==> config.mk <==
export PLATFORM = sky130hd
export DESIGN_NAME = pulse_voice_pwm_flat
export DESIGN_NICKNAME = d
export VERILOG_FILES = /design/src/rtl/pulse_voice_pkg.sv /design/src/rtl/pulse_voice_pwm_if.sv /design/src/rtl/pwm_modulator.sv /design/src/rtl/pulse_voice_pwm.sv /design/src/flat_wrapper.sv
export SDC_FILE = /design/constraint.sdc
export NUM_CORES = 1
export LEC_CHECK = 0
export BUFFER_PORTS_ARGS = -buffer_cell sky130_fd_sc_hd__buf_2
export CORE_ASPECT_RATIO = 1.25
export CORE_MARGIN = 4
export CORE_UTILIZATION = 50
export DETAILED_ROUTE_END_ITERATION = 12
export PLACE_DENSITY = 0.79
export SYNTH_ARGS = -nofsm -noshare
export SYNTH_HDL_FRONTEND = slang
export SYNTH_SLANG_ARGS = --single-unit
export TNS_END_PERCENT = 30
==> constraint.sdc <==
create_clock -name i_clk -period 7.13 [get_ports i_clk]
set_input_delay 0.3565 -clock i_clk [delete_from_list [all_inputs] [get_ports i_clk]]
set_output_delay 0.3565 -clock i_clk [all_outputs]
set_load 0.05 [all_outputs]
==> src/rtl/pulse_voice_pkg.sv <==
// Shared widths, duty encodings and the duty-to-threshold table for the pulse voice back end.
package pulse_voice_pkg;

  localparam int unsigned PHASE_W  = 32;
  localparam int unsigned SAMPLE_W = 8;
  localparam int unsigned ENV_W    = 9;

  localparam logic [1:0] DUTY_12 = 2'd0;
  localparam logic [1:0] DUTY_25 = 2'd1;
  localparam logic [1:0] DUTY_50 = 2'd2;
  localparam logic [1:0] DUTY_75 = 2'd3;

  // Compared against the top three phase bits: high while phase[31:29] < threshold.
  function automatic logic [2:0] duty_thr(input logic [1:0] duty);
    logic [2:0] thr;
    thr = 3'd1;
    case (duty)
      DUTY_12: thr = 3'd1;
      DUTY_25: thr = 3'd2;
      DUTY_50: thr = 3'd4;
      DUTY_75: thr = 3'd6;
      default: thr = 3'd1;
    endcase
    return thr;
  endfunction

endpackage

==> src/rtl/pulse_voice_pwm_if.sv <==
// Channel-sequencer-to-voice bundle: top/phase/envelope/duty in, PWM audio and period status out.
interface pulse_voice_pwm_if;
  import pulse_voice_pkg::*;

  logic [SAMPLE_W-1:0] i_top;
  logic                i_top_valid;
  logic [PHASE_W-1:0]  i_phase_delta;
  logic [ENV_W-1:0]    i_envelope;
  logic [1:0]          i_duty;
  logic                o_pwm;
  logic [SAMPLE_W-1:0] o_sample;
  logic                o_period_start;

  modport master (
    output i_top, i_top_valid, i_phase_delta, i_envelope, i_duty,
    input  o_pwm, o_sample, o_period_start
  );

  modport slave (
    input  i_top, i_top_valid, i_phase_delta, i_envelope, i_duty,
    output o_pwm, o_sample, o_period_start
  );
endinterface

==> src/rtl/pwm_modulator.sv <==
// Single-bit PWM with period top+1; top and sample are latched only on period boundaries.
module pwm_modulator
  import pulse_voice_pkg::*;
#(
  parameter logic [SAMPLE_W-1:0] TOP_RESET = 8'hFF
) (
  input  logic                i_clk,
  input  logic                i_rst,
  input  logic [SAMPLE_W-1:0] i_top,
  input  logic                i_top_valid,
  input  logic [SAMPLE_W-1:0] i_sample,
  output logic                o_pwm,
  output logic [SAMPLE_W-1:0] o_sample,
  output logic                o_period_start
);

  logic [SAMPLE_W-1:0] cnt_q, cnt_d;
  logic [SAMPLE_W-1:0] top_q, top_d;
  logic [SAMPLE_W-1:0] pend_q, pend_d;
  logic [SAMPLE_W-1:0] sample_q, sample_d;
  logic                pwm_q, pwm_d;
  logic                start_q, start_d;
  logic                wrap;
  logic [SAMPLE_W-1:0] pend_eff;

  always_comb begin
    wrap     = (cnt_q == top_q);
    // A top arriving on the boundary cycle takes effect immediately.
    pend_eff = i_top_valid ? i_top : pend_q;
    pend_d   = pend_eff;
    cnt_d    = wrap ? '0 : cnt_q + 8'd1;
    top_d    = wrap ? pend_eff : top_q;
    sample_d = wrap ? i_sample : sample_q;
    start_d  = wrap;
    pwm_d    = (cnt_d < sample_d);
  end

  always_ff @(posedge i_clk) begin
    if (i_rst) begin
      cnt_q    <= '0;
      top_q    <= TOP_RESET;
      pend_q   <= TOP_RESET;
      sample_q <= '0;
      pwm_q    <= 1'b0;
      start_q  <= 1'b0;
    end else begin
      cnt_q    <= cnt_d;
      top_q    <= top_d;
      pend_q   <= pend_d;
      sample_q <= sample_d;
      pwm_q    <= pwm_d;
      start_q  <= start_d;
    end
  end

  assign o_pwm          = pwm_q;
  assign o_sample       = sample_q;
  assign o_period_start = start_q;

endmodule

==> src/rtl/pulse_voice_pwm.sv <==
// Pulse voice: phase accumulator -> duty-compared pulse -> envelope scale -> PWM modulator.
module pulse_voice_pwm
  import pulse_voice_pkg::*;
#(
  parameter int unsigned         ENV_SHIFT = 5,
  parameter logic [SAMPLE_W-1:0] TOP_RESET = 8'hFF
) (
  input  logic           i_clk,
  input  logic           i_rst,
  pulse_voice_pwm_if.slave bus
);

  localparam int unsigned PROD_W = SAMPLE_W + ENV_W;

  logic [PHASE_W-1:0]  phase_q, phase_d;
  logic                wave_q, wave_d;
  logic [SAMPLE_W-1:0] scaled_q, scaled_d;
  logic [PROD_W-1:0]   product;
  logic [PROD_W-1:0]   shifted;

  always_comb begin
    phase_d  = phase_q + bus.i_phase_delta;
    wave_d   = (phase_q[PHASE_W-1 -: 3] < duty_thr(bus.i_duty));
    product  = {{ENV_W{1'b0}}, {SAMPLE_W{wave_q}}} * {{SAMPLE_W{1'b0}}, bus.i_envelope};
    shifted  = product >> ENV_SHIFT;
    // Saturate rather than wrap when the envelope exceeds full scale.
    scaled_d = (|shifted[PROD_W-1:SAMPLE_W]) ? '1 : shifted[SAMPLE_W-1:0];
  end

  always_ff @(posedge i_clk) begin
    if (i_rst) begin
      phase_q  <= '0;
      wave_q   <= 1'b0;
      scaled_q <= '0;
    end else begin
      phase_q  <= phase_d;
      wave_q   <= wave_d;
      scaled_q <= scaled_d;
    end
  end

  logic                pwm_w;
  logic [SAMPLE_W-1:0] sample_w;
  logic                start_w;

  pwm_modulator #(
    .TOP_RESET(TOP_RESET)
  ) u_pwm (
    .i_clk         (i_clk),
    .i_rst         (i_rst),
    .i_top         (bus.i_top),
    .i_top_valid   (bus.i_top_valid),
    .i_sample      (scaled_q),
    .o_pwm         (pwm_w),
    .o_sample      (sample_w),
    .o_period_start(start_w)
  );

  assign bus.o_pwm          = pwm_w;
  assign bus.o_sample       = sample_w;
  assign bus.o_period_start = start_w;

endmodule

==> src/flat_wrapper.sv <==
// flat-port wrapper written by rule: the top's interface ports become plain ports
module pulse_voice_pwm_flat import pulse_voice_pkg::*;
#(
  parameter int unsigned         ENV_SHIFT = 5,
  parameter logic [SAMPLE_W-1:0] TOP_RESET = 8'hFF
)
  (i_clk, i_rst, bus_i_top, bus_i_top_valid, bus_i_phase_delta, bus_i_envelope, bus_i_duty, bus_o_pwm, bus_o_sample, bus_o_period_start);
  pulse_voice_pwm_if bus_i ();
  input  logic i_clk;
  input  logic i_rst;
  input wire logic [$bits(bus_i.i_top)-1:0] bus_i_top;
  input wire logic [$bits(bus_i.i_top_valid)-1:0] bus_i_top_valid;
  input wire logic [$bits(bus_i.i_phase_delta)-1:0] bus_i_phase_delta;
  input wire logic [$bits(bus_i.i_envelope)-1:0] bus_i_envelope;
  input wire logic [$bits(bus_i.i_duty)-1:0] bus_i_duty;
  output wire logic [$bits(bus_i.o_pwm)-1:0] bus_o_pwm;
  output wire logic [$bits(bus_i.o_sample)-1:0] bus_o_sample;
  output wire logic [$bits(bus_i.o_period_start)-1:0] bus_o_period_start;
  assign bus_i.i_top = bus_i_top;
  assign bus_i.i_top_valid = bus_i_top_valid;
  assign bus_i.i_phase_delta = bus_i_phase_delta;
  assign bus_i.i_envelope = bus_i_envelope;
  assign bus_i.i_duty = bus_i_duty;
  assign bus_o_pwm = bus_i.o_pwm;
  assign bus_o_sample = bus_i.o_sample;
  assign bus_o_period_start = bus_i.o_period_start;
  pulse_voice_pwm #(.ENV_SHIFT(ENV_SHIFT), .TOP_RESET(TOP_RESET)) u_core (.i_clk(i_clk), .i_rst(i_rst), .bus(bus_i));
endmodule
==> run summary, run 1 <==
Port bufs: 63
Total grt overflow: 0
Num CTS Buffers: 9
Cell Count, Final, Fillers Out: 896
WL per Instance: 14.2 um
Via count: 4,874
Seq pwr share: 20.2%
Starting DRT DRC Count: 111
Crit Path Max Fanout: 13
Clock network power share: 15.8%
Post-CTS setup buffers: 0
RSZ-0062 raised after global routing: false
CP Capture Type: register
Critical path arrival: 5490 ps
CORE AREA: 0.0116 mm2
Period utilization: 74.5%
Status: complete, no violations
Max Slew Vio Count: 0
CTS sink count: 75
Global-route wire length before repair: 22.0 mm
Tmin final: 5310 ps
Maxcap violations: 0
Row count: 44
Placed Area: 0.00638 mm2
Drt drc: 0
Comb power frac: 64.0%
CTS Hold Buffers Added: 0
Post-route setup TNS: 0 ps
EDFF count, synth: 0
Maximum VDD drop: 0.000345 V
Clock-pin transition on the worst setup and hold timing paths: 70 ps
Share of the synthesized area in the top cell type: 25.3%
Max clock buf depth: 2
Finished Cell Area: 0.00667 mm2
Post-DP HPWL: 10.1 mm
Placed Cells incl. Taps: 880
Fraction of final layout cells sized beyond drive strength 1: 12.5%
Cell Area, Synth: 0.00592 mm2
Gate Count Post-Synth: 672
Routed WL: 12.7 mm
Area leader, netlist: dfxtp_1
Slew HR: 44.2%
Layout area overhead: 12.6%
Finish-stage setup viols: 0
CTS tree: yes
Clk_lat worst skew: 340 ps
Register area share after synthesis: 25.3%
Leak: 3.30 nW
Top Ports: 64
Worst Max-Slew Pin Slew: 837 ps
Resized cells post-CTS: 0
Worst min path class: in -> reg
Psw: 0.00128 W
Switch share: 45.2%
Root Buffer: clkbuf_16
Vias in the first global route: 4,887
Synth Area per Inst: 8.82 um2
Flops & latches, synth: 75
Die Height: 130 um
Fmax: 0.188 GHz
Synth cell types: 56
Reg-to-reg slack, setup: 1820 ps
Initial Util: 51.0%
Final ANT Viol Nets: 0
Fill count: 1,008
Die ar.: 0.0137 mm2
Initial antenna violation count: 0
PwrDens: 424 mW/mm2
Crit path kind: reg -> reg
WHS: 259 ps
H-tree levels: 3
Worst Path Required: 7310 ps
Synth Flop Type: dfxtp_1
Drt via density: 5.44
Crit path launch type: register
Internal Power: 0.00155 W
Hold Vio Cnt, Final: 0
Gr usage total: 19.4%
Overall Power: 0.00283 W
Worst Clk Skew: 5.36 ps
Number of diodes: 0
Nets in the synthesized netlist: 834
Most area-consuming cells after synthesis: dfxtp_1 25%, ha_1 16%, fa_1 11%
Fraction of registers with async set or reset after synthesis: 0%
GP Congestion: 0.867
Layout Nets: 892
1st-pass router iterations: 4
Die Wd: 105 um
Largest net degree at the start of global routing: 68
Synth Warn #: 0
[placed cells by master (no fill, tap or decap), types with 6 or more instances in the layout]
master      n
fa_1       32
mux2i_1    18
o21a_1      7
inv_1      72
o21ai_0    21
xor2_1     22
ha_1       76
nor2b_1    10
nand3_1    14
a211oi_1    7
nand2_1    48
clkbuf_16   9
nor3_1     16
and2_1     10
o211ai_1   11
o21bai_1    6
a21oi_1    41
buf_2      63
dfxtp_1    75
a21o_1     16
nand4_1     6
nor2_1     61
xnor2_1    19
[power groups by stage]
stage	Sequential (W)	Clock, W	Combinational (W)
after floorplan	0.000565	0	0.00145
after detailed placement	0.000582	0	0.00181
final	0.000572	0.000446	0.00181
after CTS	0.000573	0.000457	0.00183
after global routing	0.000582	0.000473	0.00206
after global placement	0.000577	0	0.00174
[critical path, cell delays in order, from the launching register on]
cell	delay [ps]
dfxtp_1	420
nand2_1	270
inv_1	180
fa_1	560
inv_1	80
fa_1	540
inv_1	50
fa_1	530
inv_1	50
fa_1	520
inv_1	40
ha_1	310
o21a_1	120
nor2_1	170
nor2_2	100
a311oi_1	450
nor4b_2	130
nor4_4	490
a21oi_1	150
[registers in the layout, summed over array words and instances (netlist names)]
register	count
u_core.phase_q	32
u_core.scaled_q	8
u_core.u_pwm.cnt_q	8
u_core.u_pwm.o_period_start	1
u_core.u_pwm.o_pwm	1
u_core.u_pwm.o_sample	8
u_core.u_pwm.pend_q	8
u_core.u_pwm.top_q	8
u_core.wave_q	1
[layer usage]
layer | wire [um] | GRT usage (%) | up-vias
li1 | - | - | 2443
met3 | 362 | 3.32 | 24
met1 | 5520 | 23.4 | 2315
met2 | 6560 | 35.4 | 92
met5 | 0 | 0 | -
met4 | 263 | 6.33 | 0
[through the flow]
stage | worst slack, ps | util, %
2_1_floorplan | 2210 | -
3_3_place_gp | 2030 | 54.9
3_5_place_dp | 1840 | 54.9
4_1_cts | 1810 | 57.4
5_1_grt | 1480 | 57.4
6_report | 1820 | 57.4
[cells by family after synthesis]
group	Yosys count	share of synthesized area, %
fa+ha+maj	108	26.9
mux	23	3.99
xor+xnor	41	6.06
buf+inv	89	5.68
flops	75	25.3
simple gates	195	16.4
compound gates	141	15.7
[cell usage after synthesis (all sizes together) (3+ instances only)]
cell type	number
nor2b	10
and2	10
a31oi	5
o211ai	11
xor2	22
mux2i	18
inv	72
a311oi	3
nand2	48
o21bai	6
or3	4
clkbuf	15
nand2b	5
nor3	16
a21oi	42
o31ai	3
xnor2	19
nor4b	4
and3	5
dfxtp	75
nand4	6
mux2	5
fa	32
o31a	4
nor2	62
o21a	7
ha	76
a21o	16
a21boi	3
a211oi	7
o21ai	21
nand3	14
[path summary, 6_finish.rpt]
path	to	depth (start not counted)	from
worst max-delay path	u_core.scaled_q[7]	18	u_core.wave_q
worst min-delay path	u_core.u_pwm.pend_q[5]	3	bus_i_top[5]
worst max register to register	u_core.scaled_q[7]	18	u_core.wave_q
worst min register to register	u_core.u_pwm.pend_q[3]	2	u_core.u_pwm.pend_q[3]
[layout make-up]
type                       count  area, um2  area share (%)
timing repair buffer          64        323            4.84
clock inverter                 7       63.8           0.956
clock buffer                   9        225            3.38
multi-input combinational    508       4090            61.3
inverter                      72        270            4.05
tap                          161        201            3.02
sequential                    75       1500            22.5
Note: power is estimated with default switching activity, not from simulation.
==> run 2: changes to the inputs <==
- clock period: 7.13 -> 4.9 ns (I/O delays scaled with it)
==> run 2 against run 1 <==
Effect of this change:
- global-route usage down 0.37 points
- sequential power rose by 45%
- hold slack lost 110 ps
- via count is 1.5% higher
- final area rose by 2.1%
- total power increased by 53%
==> run summary, run 2 (same netlist as run 1, synthesis figures left out) <==
Status: complete, no violations
Leak: 3.34 nW
Met1 wire length: 5.39 mm
Critical path arrival: 4930 ps
Critical path depth: 18
Total grt overflow: 0
Global-route wire length before repair: 21.8 mm
Hold path cells: 3
Crit Path Max Fanout: 7
Internal Power: 0.00238 W
Clock-pin transition on the worst setup and hold timing paths: 70 ps
Psw: 0.00194 W
Vias in the first global route: 4,991
Top Layer Used: met4
Crit-path leading delay family: adder cells
Multi-input gate area: 0.00414 mm2
Fmax: 0.212 GHz
Worst R2R Path Depth: 18
Setup ws final: 172 ps
Crit path kind: reg -> reg
Port bufs: 63
Starting DRT DRC Count: 161
Worst Max-Slew Pin Slew: 850 ps
Hold Vio Cnt, Final: 0
Fill count: 1,000
Worst Path Required: 5100 ps
CTS tree: yes
Initial Util: 51.0%
Comb power frac: 65.5%
Drt via density: 5.47
Layout Nets: 901
Overall Power: 0.00432 W
Seq pwr share: 19.3%
1st-pass router iterations: 4
Largest net degree at the start of global routing: 48
Die Wd: 105 um
GP Congestion: 0.930
Maxcap violations: 0
CP Capture Type: register
Drt drc: 0
Period utilization: 96.5%
Cell Count, Final, Fillers Out: 905
CORE AREA: 0.0116 mm2
Max reg flops: 32
Crit path top cell by count: fa_1
Worst Clk Skew: 9.93 ps
Root Buffer: clkbuf_16
Post-Route Utilization: 58.6%
Clk_lat worst skew: 340 ps
Maximum VDD drop: 0.000455 V
Via count: 4,946
Critical Path Start: u_core.wave_q
Max Slew Vio Count: 0
CP bufs+invs: 4
Finish-stage setup viols: 0
Crit path cell chain: nand2_2 -> inv_2 -> fa_2 -> inv_1 -> fa_1 -> fa_1 -> inv_1 -> fa_1 -> ha_4 -> a21o_1 -> a21o_1 -> a21oi_2 -> nor2b_1 -> a311oi_2 -> mux2i_2 -> nor4_4 -> buf_4 -> a31oi_1
Most frequent cells in the layout: 74 x ha_1, 74 x dfxtp_1, 68 x inv_1
Placed Area: 0.00643 mm2
Top Ports: 64
Die ar.: 0.0137 mm2
Num CTS Buffers: 9
H-tree levels: 3
Crit path launch type: register
Largest register by flop count: u_core.phase_q
Worst reg2reg startpoint: u_core.wave_q
Reg area: 0.00151 mm2
CTS sink count: 75
Max clock buf depth: 2
Fraction of final layout cells sized beyond drive strength 1: 15.7%
Initial antenna violation count: 0
PwrDens: 634 mW/mm2
Final ANT Viol Nets: 0
WL met2: 6.69 mm
Slowest cell on crit path: fa_2
Clock network power share: 15.2%
Post-DP HPWL: 10.2 mm
Layout area overhead: 14.9%
Switch share: 44.8%
Gr usage total: 19.1%
Crit path to: u_core.scaled_q[4]
Met3 Wirelength: 511 um
RSZ-0062 raised after global routing: false
Reg2Reg Capture Point: u_core.scaled_q[4]
Die Height: 130 um
Reg-to-reg slack, setup: 170 ps
Row count: 44
Max stage delay on crit path: 610 ps
Placed Cells incl. Taps: 887
Worst min path class: in -> reg
Routed WL: 12.8 mm
Pre-CTS WS: -55.8 ps
Tmin final: 4730 ps
Number of diodes: 0
Slew HR: 43.3%
WL per Instance: 14.2 um
Finished Cell Area: 0.00681 mm2
-- run 2: cell types whose count changed in the layout (fill, tap and decap cells not counted), sizes merged --
cell and change:
buf +9, clkinv +3, inv -2, clkinvlp -1
-- run 2: repair_timing --
| item | CTS | global route |
|---|---|---|
| endpoints found under the setup margin | 8 | 8 |
| hold buffers | 0 | 0 |
| pin swaps | 2 | 6 |
| cloned | 0 | 0 |
| buffers inserted | 2 | 0 |
| resized for setup | 1 | 18 |
-- run 2: tightest hold or removal path: cells and delay by family --
family	cells	cell delay [ps]
buffers and inverters	1	80
multiplexers	1	70
AND/OR/NAND/NOR	1	60
-- run 2: metal layers --
metal  vias up  track usage, %
met5         -               0
met4         0            7.34
met2       111            35.0
met3        24            3.27
li1       2468               -
met1      2343            22.2
-- run 2: through the flow --
stage          TNS [ps]  hold slack [ps]
2_1_floorplan         0              394
3_3_place_gp          0              454
3_5_place_dp       -356              455
4_1_cts               0              144
5_1_grt               0              157
6_report              0              144
-- run 2: area by class of cell --
class / instances / share of cell area, %
timing repair buffer: 73 / 5.73
clock buffer: 9 / 3.31
tap: 161 / 2.96
multi-input combinational: 508 / 60.9
inverter: 72 / 3.97
clock inverter: 7 / 1.07
sequential: 75 / 22.1
-- run 2: worst min path at each step --
stage,start,end,slack (ps)
6_report,bus_i_top[1],u_core.u_pwm.pend_q[1],140
5_1_grt,bus_i_top[0],u_core.u_pwm.pend_q[0],160
3_5_place_dp,u_core.u_pwm.pend_q[7],u_core.u_pwm.pend_q[7],450
3_3_place_gp,u_core.u_pwm.pend_q[1],u_core.u_pwm.pend_q[1],450
2_1_floorplan,bus_i_top[0],u_core.u_pwm.pend_q[0],390
4_1_cts,bus_i_top[1],u_core.u_pwm.pend_q[1],140
-- run 2: power groups by stage --
stage | Sequential (W) | Clock [W] | Combinational [W]
finish | 0.000832 | 0.000656 | 0.00283
global route | 0.000847 | 0.000695 | 0.00320
CTS | 0.000831 | 0.000666 | 0.00269
detailed placement | 0.000844 | 0 | 0.00262
global placement | 0.000838 | 0 | 0.00253
floorplan | 0.000822 | 0 | 0.00211
